[config.mk]
export PLATFORM = sky130hd
export DESIGN_NAME = spi_counter_master_ctrl
export DESIGN_NICKNAME = d
export VERILOG_FILES = /design/src/rtl/spi_counter_master_ctrl.sv
export SDC_FILE = /design/constraint.sdc
export NUM_CORES = 1
export LEC_CHECK = 0
export BUFFER_PORTS_ARGS = -buffer_cell sky130_fd_sc_hd__buf_2
export CAP_MARGIN = 20
export CORE_AREA = 2 2 123 125
export DETAILED_ROUTE_END_ITERATION = 16
export DIE_AREA = 0 0 125 127
export HOLD_SLACK_MARGIN = 0.15
export SETUP_SLACK_MARGIN = 0.3
export SLEW_MARGIN = 30
export SYNTH_ARGS = -nofsm -noshare
export SYNTH_HDL_FRONTEND = slang
export SYNTH_SLANG_ARGS = --single-unit
[constraint.sdc]
create_clock -name clk -period 5.94 [get_ports clk]
set_input_delay 1.188 -clock clk [delete_from_list [all_inputs] [get_ports clk]]
set_output_delay 1.188 -clock clk [all_outputs]
set_load 0.01 [all_outputs]
[src/rtl/spi_counter_master_ctrl.sv]
// spi_counter_master_ctrl
//   Master-side transaction controller for the SPI up-counter link. A 14-bit
//   up-counter advances on a prescaled tick. Every counter update (tick or
//   clear) queues a one-deep transaction. The transaction lowers SS and sends
//   {2'b00, cnt[13:8]} followed by cnt[7:0] through spi_master.
//
//   Optional build macro: SPI_CHECKSUM_EN
//     When defined, a third byte ({2'b00, hi} ^ lo) is sent before HOLD.
//     The far-end slave must be built with the same option.
//
// Ports:
//   clk          system clock
//   reset        asynchronous, active-high
//   run_en       level; counter advances on ticks while high
//   clear        1-cycle pulse; counter to 0 and a transfer of 0 is queued
//   spi_done     1-cycle pulse from spi_master; current byte finished
//   spi_start    1-cycle pulse to spi_master; spi_tx_data valid in same cycle
//   spi_tx_data  byte to transmit (holds outside the send cycles)
//   ss           slave select, active-low
//   counter      live counter value
//   busy         high from leaving IDLE until return to IDLE
module spi_counter_master_ctrl #(
  parameter int unsigned TICK_DIV = 10_000_000,
  parameter int unsigned CNT_MAX  = 9999,
  parameter int unsigned SS_SETUP = 4,
  parameter int unsigned SS_HOLD  = 4
) (
  input  logic        clk,
  input  logic        reset,
  input  logic        run_en,
  input  logic        clear,
  input  logic        spi_done,
  output logic        spi_start,
  output logic [7:0]  spi_tx_data,
  output logic        ss,
  output logic [13:0] counter,
  output logic        busy
);

  localparam int unsigned DIV_W   = $clog2(TICK_DIV);
  localparam int unsigned TMR_MAX = (SS_SETUP > SS_HOLD) ? SS_SETUP : SS_HOLD;
  localparam int unsigned TMR_W   = (TMR_MAX > 1) ? $clog2(TMR_MAX) : 1;

`ifdef SPI_CHECKSUM_EN
  typedef enum logic [3:0] {
    IDLE, SETUP, SEND_H, WAIT_H, SEND_L, WAIT_L, SEND_C, WAIT_C, HOLD
  } state_t;
`else
  typedef enum logic [3:0] {
    IDLE, SETUP, SEND_H, WAIT_H, SEND_L, WAIT_L, HOLD
  } state_t;
`endif

  state_t             state;
  logic [DIV_W-1:0]   div;
  logic [DIV_W-1:0]   div_nxt;
  logic [TMR_W-1:0]   timer;
  logic [13:0]        shadow;
  logic [13:0]        cnt_nxt;
  logic               pending;
  logic               tick;
  logic               upd;

  // Next counter/divider values; clear wins over a coincident tick.
  always_comb begin
    tick    = run_en && (div == DIV_W'(TICK_DIV - 1));
    upd     = clear || tick;
    div_nxt = '0;
    cnt_nxt = counter;
    if (clear) begin
      cnt_nxt = '0;
    end else begin
      if (run_en && !tick) div_nxt = div + DIV_W'(1);
      if (tick) cnt_nxt = (counter == 14'(CNT_MAX)) ? '0 : counter + 14'd1;
    end
  end

  always_ff @(posedge clk or posedge reset) begin
    if (reset) begin
      state       <= IDLE;
      div         <= '0;
      timer       <= '0;
      shadow      <= '0;
      pending     <= 1'b0;
      counter     <= '0;
      spi_start   <= 1'b0;
      spi_tx_data <= '0;
      ss          <= 1'b1;
      busy        <= 1'b0;
    end else begin
      div       <= div_nxt;
      counter   <= cnt_nxt;
      spi_start <= 1'b0;
      // Updates during a transaction coalesce into the one-deep flag.
      pending   <= pending || upd;

      case (state)
        IDLE: begin
          // An update landing in this very cycle is consumed directly, so
          // the snapshot takes the post-update counter value.
          if (pending || upd) begin
            shadow  <= cnt_nxt;
            pending <= 1'b0;
            timer   <= '0;
            ss      <= 1'b0;
            busy    <= 1'b1;
            state   <= SETUP;
          end
        end
        SETUP: begin
          if (timer == TMR_W'(SS_SETUP - 1)) begin
            spi_start   <= 1'b1;
            spi_tx_data <= {2'b00, shadow[13:8]};
            state       <= SEND_H;
          end else begin
            timer <= timer + TMR_W'(1);
          end
        end
        SEND_H: state <= WAIT_H;
        WAIT_H: begin
          if (spi_done) begin
            spi_start   <= 1'b1;
            spi_tx_data <= shadow[7:0];
            state       <= SEND_L;
          end
        end
        SEND_L: state <= WAIT_L;
        WAIT_L: begin
          if (spi_done) begin
`ifdef SPI_CHECKSUM_EN
            spi_start   <= 1'b1;
            spi_tx_data <= {2'b00, shadow[13:8]} ^ shadow[7:0];
            state       <= SEND_C;
`else
            timer <= '0;
            state <= HOLD;
`endif
          end
        end
`ifdef SPI_CHECKSUM_EN
        SEND_C: state <= WAIT_C;
        WAIT_C: begin
          if (spi_done) begin
            timer <= '0;
            state <= HOLD;
          end
        end
`endif
        HOLD: begin
          if (timer == TMR_W'(SS_HOLD - 1)) begin
            ss    <= 1'b1;
            busy  <= 1'b0;
            state <= IDLE;
          end else begin
            timer <= timer + TMR_W'(1);
          end
        end
        default: begin
          ss    <= 1'b1;
          busy  <= 1'b0;
          state <= IDLE;
        end
      endcase
    end
  end

endmodule

==> results of run 1 <==
## how the worst max path moves through the flow
| stage | cells after the start | slack [ps] | to | startpoint |
|---|---|---|---|---|
| final | 5 | 3020 | shadow[2] | run_en |
| after global placement | 5 | 2830 | shadow[2] | run_en |
| after floorplan | 1 | 3010 | busy | reset |
| after detailed placement | 5 | 2720 | shadow[2] | run_en |
| after CTS | 5 | 3080 | shadow[2] | run_en |
| after global routing | 5 | 2870 | shadow[2] | run_en |
## logic make-up after synthesis
| logic type | count (synthesis) |
|---|---|
| flip-flops | 69 |
| adder cells (fa/ha/maj) | 3 |
| XOR/XNOR | 20 |
| multiplexers | 14 |
| AO/OA/AOI/OAI | 72 |
| buffers and inverters | 31 |
| AND/OR/NAND/NOR | 156 |
## area by class of cell
cell class              instances  area, µm²
well taps                     184      230.2
clock buffers                  10      239.0
inverters                      14      52.55
fillers                      1498      10190
repair buffers                 30      156.4
clock inverters                 6      93.84
multi-input cells             265       1738
flip-flops and latches         69       1728
## power by group
group | switching [W] | total [W] | internal [W]
Clock | 0.000207 | 0.000589 | 0.000382
Sequential | 0.0000469 | 0.000550 | 0.000503
Combinational | 0.000128 | 0.000212 | 0.0000839
Total | 0.000383 | 0.00135 | 0.000969
## Yosys cell counts (5+ instances only)
| cell type | count |
|---|---|
| dfrtp_1 | 68 |
| nor2_1 | 40 |
| nand2_1 | 24 |
| o21ai_0 | 21 |
| nor3_1 | 16 |
| xnor2_1 | 15 |
| inv_1 | 14 |
| clkbuf_1 | 12 |
| a21oi_1 | 11 |
| mux2i_1 | 11 |
| nand3_1 | 11 |
| o2bb2ai_1 | 11 |
| or3_1 | 10 |
| nand4_1 | 9 |
| nor2b_1 | 7 |
| and4_1 | 6 |
| nor4_1 | 6 |
| o2111ai_1 | 5 |
| xor2_1 | 5 |
## per-stage QoR
| stage | power [W] | cells | area [µm²] | setup slack [ps] |
|---|---|---|---|---|
| after floorplan | 0.0007161 | 365 | 3587 | 3014 |
| after global placement | 0.0007640 | 562 | 3901 | 2833 |
| after detailed placement | 0.0007712 | 562 | 3901 | 2724 |
| after CTS | 0.001365 | 578 | 4234 | 3076 |
| after global routing | 0.001420 | 578 | 4238 | 2869 |
| final | 0.001351 | 578 | 4238 | 3019 |
## sequential cells by signal, summed over array words and instances, names as in the netlist
register / count
busy: 1
counter: 14
div: 24
pending: 1
shadow: 14
spi_start: 1
spi_tx_data: 8
ss: 1
state: 3
timer: 2
## routing by layer
metal	global-route usage, %	up-vias	wire length [µm]
met5	0	-	0
met4	3.529	0	131
met3	2.764	13	375
met2	17.30	67	3968
met1	13.66	1374	3777
li1	-	1385	-
==> flow_summary_export.csv, run 1 <==
group,metric,value,unit
status,status,"complete, no violations",
final_layout,final_cell_mix,"68 x dfrtp_1, 40 x nor2_1, 29 x buf_2, 24 x nand2_1, 21 x o21ai_0",
cts,cts_hold_buf,0,
global_routing,track_usage,10.56,%
detailed_routing,vias_per_cell,4.912,
die,die_h,127,µm
global_routing,antenna_found_initial,0,
cts,clock_path_buffers,2,
synthesis,synthTopCellsByArea,"dfrtp_1 47%, nor2_1 4.2%, xnor2_1 3.7%",
critical_path,arrival,3130,ps
synthesis,ys_warn_count,0,
synthesis,ys_seq_area_share,48.17,%
critical_path,worst-path-max-fanout,16,
critical_path,cp_slowest_stage_delay,540,ps
sta,tightest_slew,760.8,ps
final_layout,nNetsFinal,397,
critical_path,r2r-start,"div[0]",
die,dieArea,0.01588,mm²
sta,setup_viol,0,
detailed_routing,drt-wirelength-per-cell,14.28,µm
die,rows,44,
synthesis,synthXorXnorAreaFrac,4.883,%
synthesis,ys_seq_elements,69,
detailed_routing,final_antenna_net_count,0,
sta,setup_tns,0,ps
synthesis,synth_top_family_by_area,"simple AND/OR/NAND/NOR gates",
die,io-pin-count,30,
final_layout,final_common_cell,"dfrtp_1",
cts,cts_tree,"done",
critical_path,reg2reg_to,"shadow[2]",
cts,cts_resized,0,
cts,clkSinkCount,69,
detailed_routing,dr.pass1.iters,4,
synthesis,netlist.area_leader.share,47.44,%
sta,finalCriticalPeriod,2921,ps
critical_path,worstPathBufferInverterCount,1,
sta,report.final.slew_viol_count,0,
hold_path,hold_depth,1,
die,coreArea,0.01442,mm²
synthesis,syn_nets,373,
sta,slew_headroom,49.28,%
synthesis,syn_area,0.003587,mm²
sta,rsz0062_at_grt,"no",
cts,cts_buffers,9,
cts,cts_root_buffer,"clkbuf_16",
cts,clk_latency,330,ps
final_layout,final_core_util,29.38,%
synthesis,synth_ff_type,"dfrtp_1",
placement,dp_hpwl,5696,µm
critical_path,crit_type,"in2reg",
hold_path,holdPathEnd,"div[0]",
critical_path,worstPathRequired,6150,ps
synthesis,synth_compound_area_share,13.92,%
synthesis,synthArstFlopShare,100.0,%
sta,clock_skew,9.478,ps
final_layout,antennaDiodeCount,0,
global_routing,grt_max_degree,70,
placement,port_buffers,29,
cts,cts_setup_buffers,0,
synthesis,yosys.area.top_type,"dfrtp_1",
sta,finalHoldViolCount,0,
critical_path,start_kind,"input port",
final_layout,drive_above_1_share,15.48,%
synthesis,syn-mean-instance-area,9.828,µm²
placement,gp_congestion,0.8921,
sta,fmax,342.4,MHz
global_routing,grt_pass1_wl,13770,µm
final_layout,syn_to_final_growth,18.14,%
detailed_routing,routed_wl,8253,µm
critical_path,path_delay_family,"simple AND/OR/NAND/NOR gates",
detailed_routing,drc_errors,0,
detailed_routing,drtIter0Drc,263,
flow_run,drv_cap,0,
critical_path,endpoint_kind,"register",
pwr,power_leakage,1.765,nW
die,start_util,24.87,%
synthesis,yosys.area_share.adder,1.046,%
synthesis,synth_cells,365,
critical_path,rrSetupSlack,3120,ps
sta,post-route-period-util,49.17,%
pwr,vdd_drop_max,128.5,µV
detailed_routing,vias,2839,
critical_path,slowest_stage,"o21ai_1",
sta,hold_ws,449.0,ps
cts,path_clk_slew,60,ps
synthesis,ys_types,55,
hold_path,hp-start,"div[0]",
critical_path,worstPathCellList,"buf_2 > nand4_2 > o21ai_1 > nand2_1 > mux2_1",
global_routing,globalRouteOverflowTotal,0,
pwr,power_density,318.9,mW/mm²
hold_path,hold_class,"reg2reg",
synthesis,synthSimpleGateAreaFrac,24.59,%
cts,cts_htree_levels,3,
critical_path,rr_worst_depth,6,
die,die_x,125,µm
global_routing,grt_pass1_vias,2723,
synthesis,synth_edf_count,0,
synthesis,synth.area.mux_share,4.011,%
Power figures use the tool's default switching activity.
==> inputs of run 2 (changes only) <==
==> constraint.sdc (replaced) <==
create_clock -name clk -period 2.6 [get_ports clk]
set_input_delay 0.52 -clock clk [delete_from_list [all_inputs] [get_ports clk]]
set_output_delay 0.52 -clock clk [all_outputs]
set_load 0.01 [all_outputs]
==> run 2 against run 1 <==
Final cell count grew 1.0%. Hold slack lost 190 ps. Utilization grew 0.60 points. Die area is the same. Worst setup slack lost 2600 ps. Combinational power grew 140%. Cell area grew 2.0%. Power grew 130%. Non-clock buffer count grew 6. Critical path type is now reg2reg. Largest power group unchanged. Highest routed layer unchanged.
==> flow_summary_export.csv, run 2 (same netlist as run 1, synthesis figures left out) <==
group,metric,value,unit
status,status,"complete, no violations",
global_routing,track_usage,11.49,%
critical_path,start_kind,"register",
critical_path,worstPathBufferInverterCount,0,
die,rows,44,
critical_path,crit_type,"reg2reg",
critical_path,path_delay_family,"simple AND/OR/NAND/NOR gates",
cts,cts_root_buffer,"clkbuf_16",
flow_run,drv_cap,0,
global_routing,antenna_found_initial,0,
final_layout,multi_input_area,0.001770,mm²
placement,gp_congestion,0.9211,
global_routing,globalRouteOverflowTotal,0,
cts,cts_tree,"done",
critical_path,worst-path-max-fanout,8,
pwr,vdd_drop_max,262.0,µV
sta,slew_headroom,65.23,%
critical_path,worstPathRequired,2800,ps
die,dieArea,0.01588,mm²
cts,cts_resized,0,
sta,setup_viol,0,
detailed_routing,vias_per_cell,4.916,
sta,setup_ws,415.0,ps
placement,dp_cells,568,
die,die_x,125,µm
cts,cts_htree_levels,3,
global_routing,grt_pass1_wl,14780,µm
final_layout,final_area,0.004324,mm²
global_routing,grt_max_degree,70,
cts,path_clk_slew,60,ps
sta,finalCriticalPeriod,2185,ps
pwr,power_density,715.8,mW/mm²
critical_path,cp_slowest_stage_delay,560,ps
cts,clkSinkCount,69,
global_routing,grt_pass1_vias,2892,
detailed_routing,drtIter0Drc,278,
cts,cts_setup_buffers,0,
final_layout,top_regs,"div: 24 flops, counter: 14 flops, shadow: 14 flops",
sta,report.final.slew_viol_count,0,
pwr,power_leakage,1.789,nW
die,die_h,127,µm
die,coreArea,0.01442,mm²
pwr,power_frac_seq,40.5,%
placement,post-place-ws,357.4,ps
sta,finalHoldViolCount,0,
pwr,pwr-share-comb,16.6,%
detailed_routing,drt-wirelength-per-cell,14.97,µm
detailed_routing,dr.pass1.iters,4,
detailed_routing,final_antenna_net_count,0,
cts,cts_hold_buf,0,
sta,post-route-period-util,84.04,%
final_layout,final_common_cell,"dfrtp_1",
cts,cts_buffers,9,
cts,clock_path_buffers,2,
sta,setup_tns,0,ps
final_layout,largest_register_ffs,24,
final_layout,seq_area,0.001730,mm²
pwr,p_sw,0.0008715,W
detailed_routing,vias,2871,
final_layout,largest-register,"div",
final_layout,syn_to_final_growth,20.54,%
detailed_routing,drc_errors,0,
detailed_routing,routed_wl,8745,µm
sta,tightest_slew,517.6,ps
pwr,netSwitchingFraction,28.16,%
sta,rsz0062_at_grt,"no",
cts,clk_latency,330,ps
final_layout,final_cell_mix,"66 x dfrtp_1, 40 x nor2_1, 29 x buf_2, 24 x nand2_1, 21 x o21ai_0",
pwr,p_int,0.002224,W
final_layout,fillers,1497,
critical_path,worstPathCellList,"or3b_4 > or4_4 > a211o_1 > mux2i_1 > o2bb2ai_1",
placement,dp_hpwl,6088,µm
critical_path,endpoint_kind,"register",
pwr,clock_power_share,42.9,%
final_layout,antennaDiodeCount,0,
final_layout,final_core_util,29.98,%
final_layout,nNetsFinal,403,
placement,placed_area,0.003959,mm²
critical_path,slowest_stage,"or4_4",
sta,clock_skew,10.37,ps
final_layout,instances_no_fill,584,
critical_path,arrival,2380,ps
final_layout,drive_above_1_share,18.00,%
hold_path,hold_class,"in2async",
placement,port_buffers,29,
sta,fmax,457.7,MHz
die,io-pin-count,30,
die,start_util,24.87,%
[run 2: power groups by stage]
| stage | combinational (W) | clock (W) | sequential [W] |
|---|---|---|---|
| after floorplan | 0.000405 | 0 | 0.00123 |
| after detailed placement | 0.000516 | 0 | 0.00127 |
| after global placement | 0.000498 | 0 | 0.00127 |
| after CTS | 0.000519 | 0.00136 | 0.00125 |
| after global routing | 0.000576 | 0.00141 | 0.00127 |
| final | 0.000513 | 0.00133 | 0.00126 |
[run 2: layout make-up]
class	count	area share (%)
clock buffers	11	5.613
flip-flops and latches	69	40.02
inverters	14	1.215
repair buffers	36	4.948
multi-input cells	265	40.94
well taps	184	5.324
clock inverters	5	1.939
[run 2: per-stage QoR]
stage | total power [W] | hold slack, ps
final | 0.003095 | 262.6
after global routing | 0.003256 | 291.4
after CTS | 0.003136 | 276.3
after detailed placement | 0.001789 | 457.3
after global placement | 0.001767 | 437.7
after floorplan | 0.001636 | 424.5
[run 2: worst paths after layout]
check,start,to,slack (ps),cells past startpoint
max reg2reg,counter[4],shadow[3],420,5
min,reset,div[12],260,3
max in group asynchronous,reset,ss,2000,3
max,counter[4],shadow[3],420,5
min reg2reg,div[0],div[0],470,1
min in group clk,div[0],div[0],470,1
[run 2: layer usage]
layer,track usage (%),part of all wire (%),vias up
met5,0,0,-
met4,3.922,0.87,0
met3,3.350,3.5,6
met2,18.32,49,53
met1,15.01,47,1423
li1,-,-,1389
[run 2: worst reg2reg max path: stages (launching register included)]
cell and delay [ps]:
dfrtp_1 460, or3b_4 460, or4_4 560, a211o_1 280, mux2i_1 200, o2bb2ai_1 90
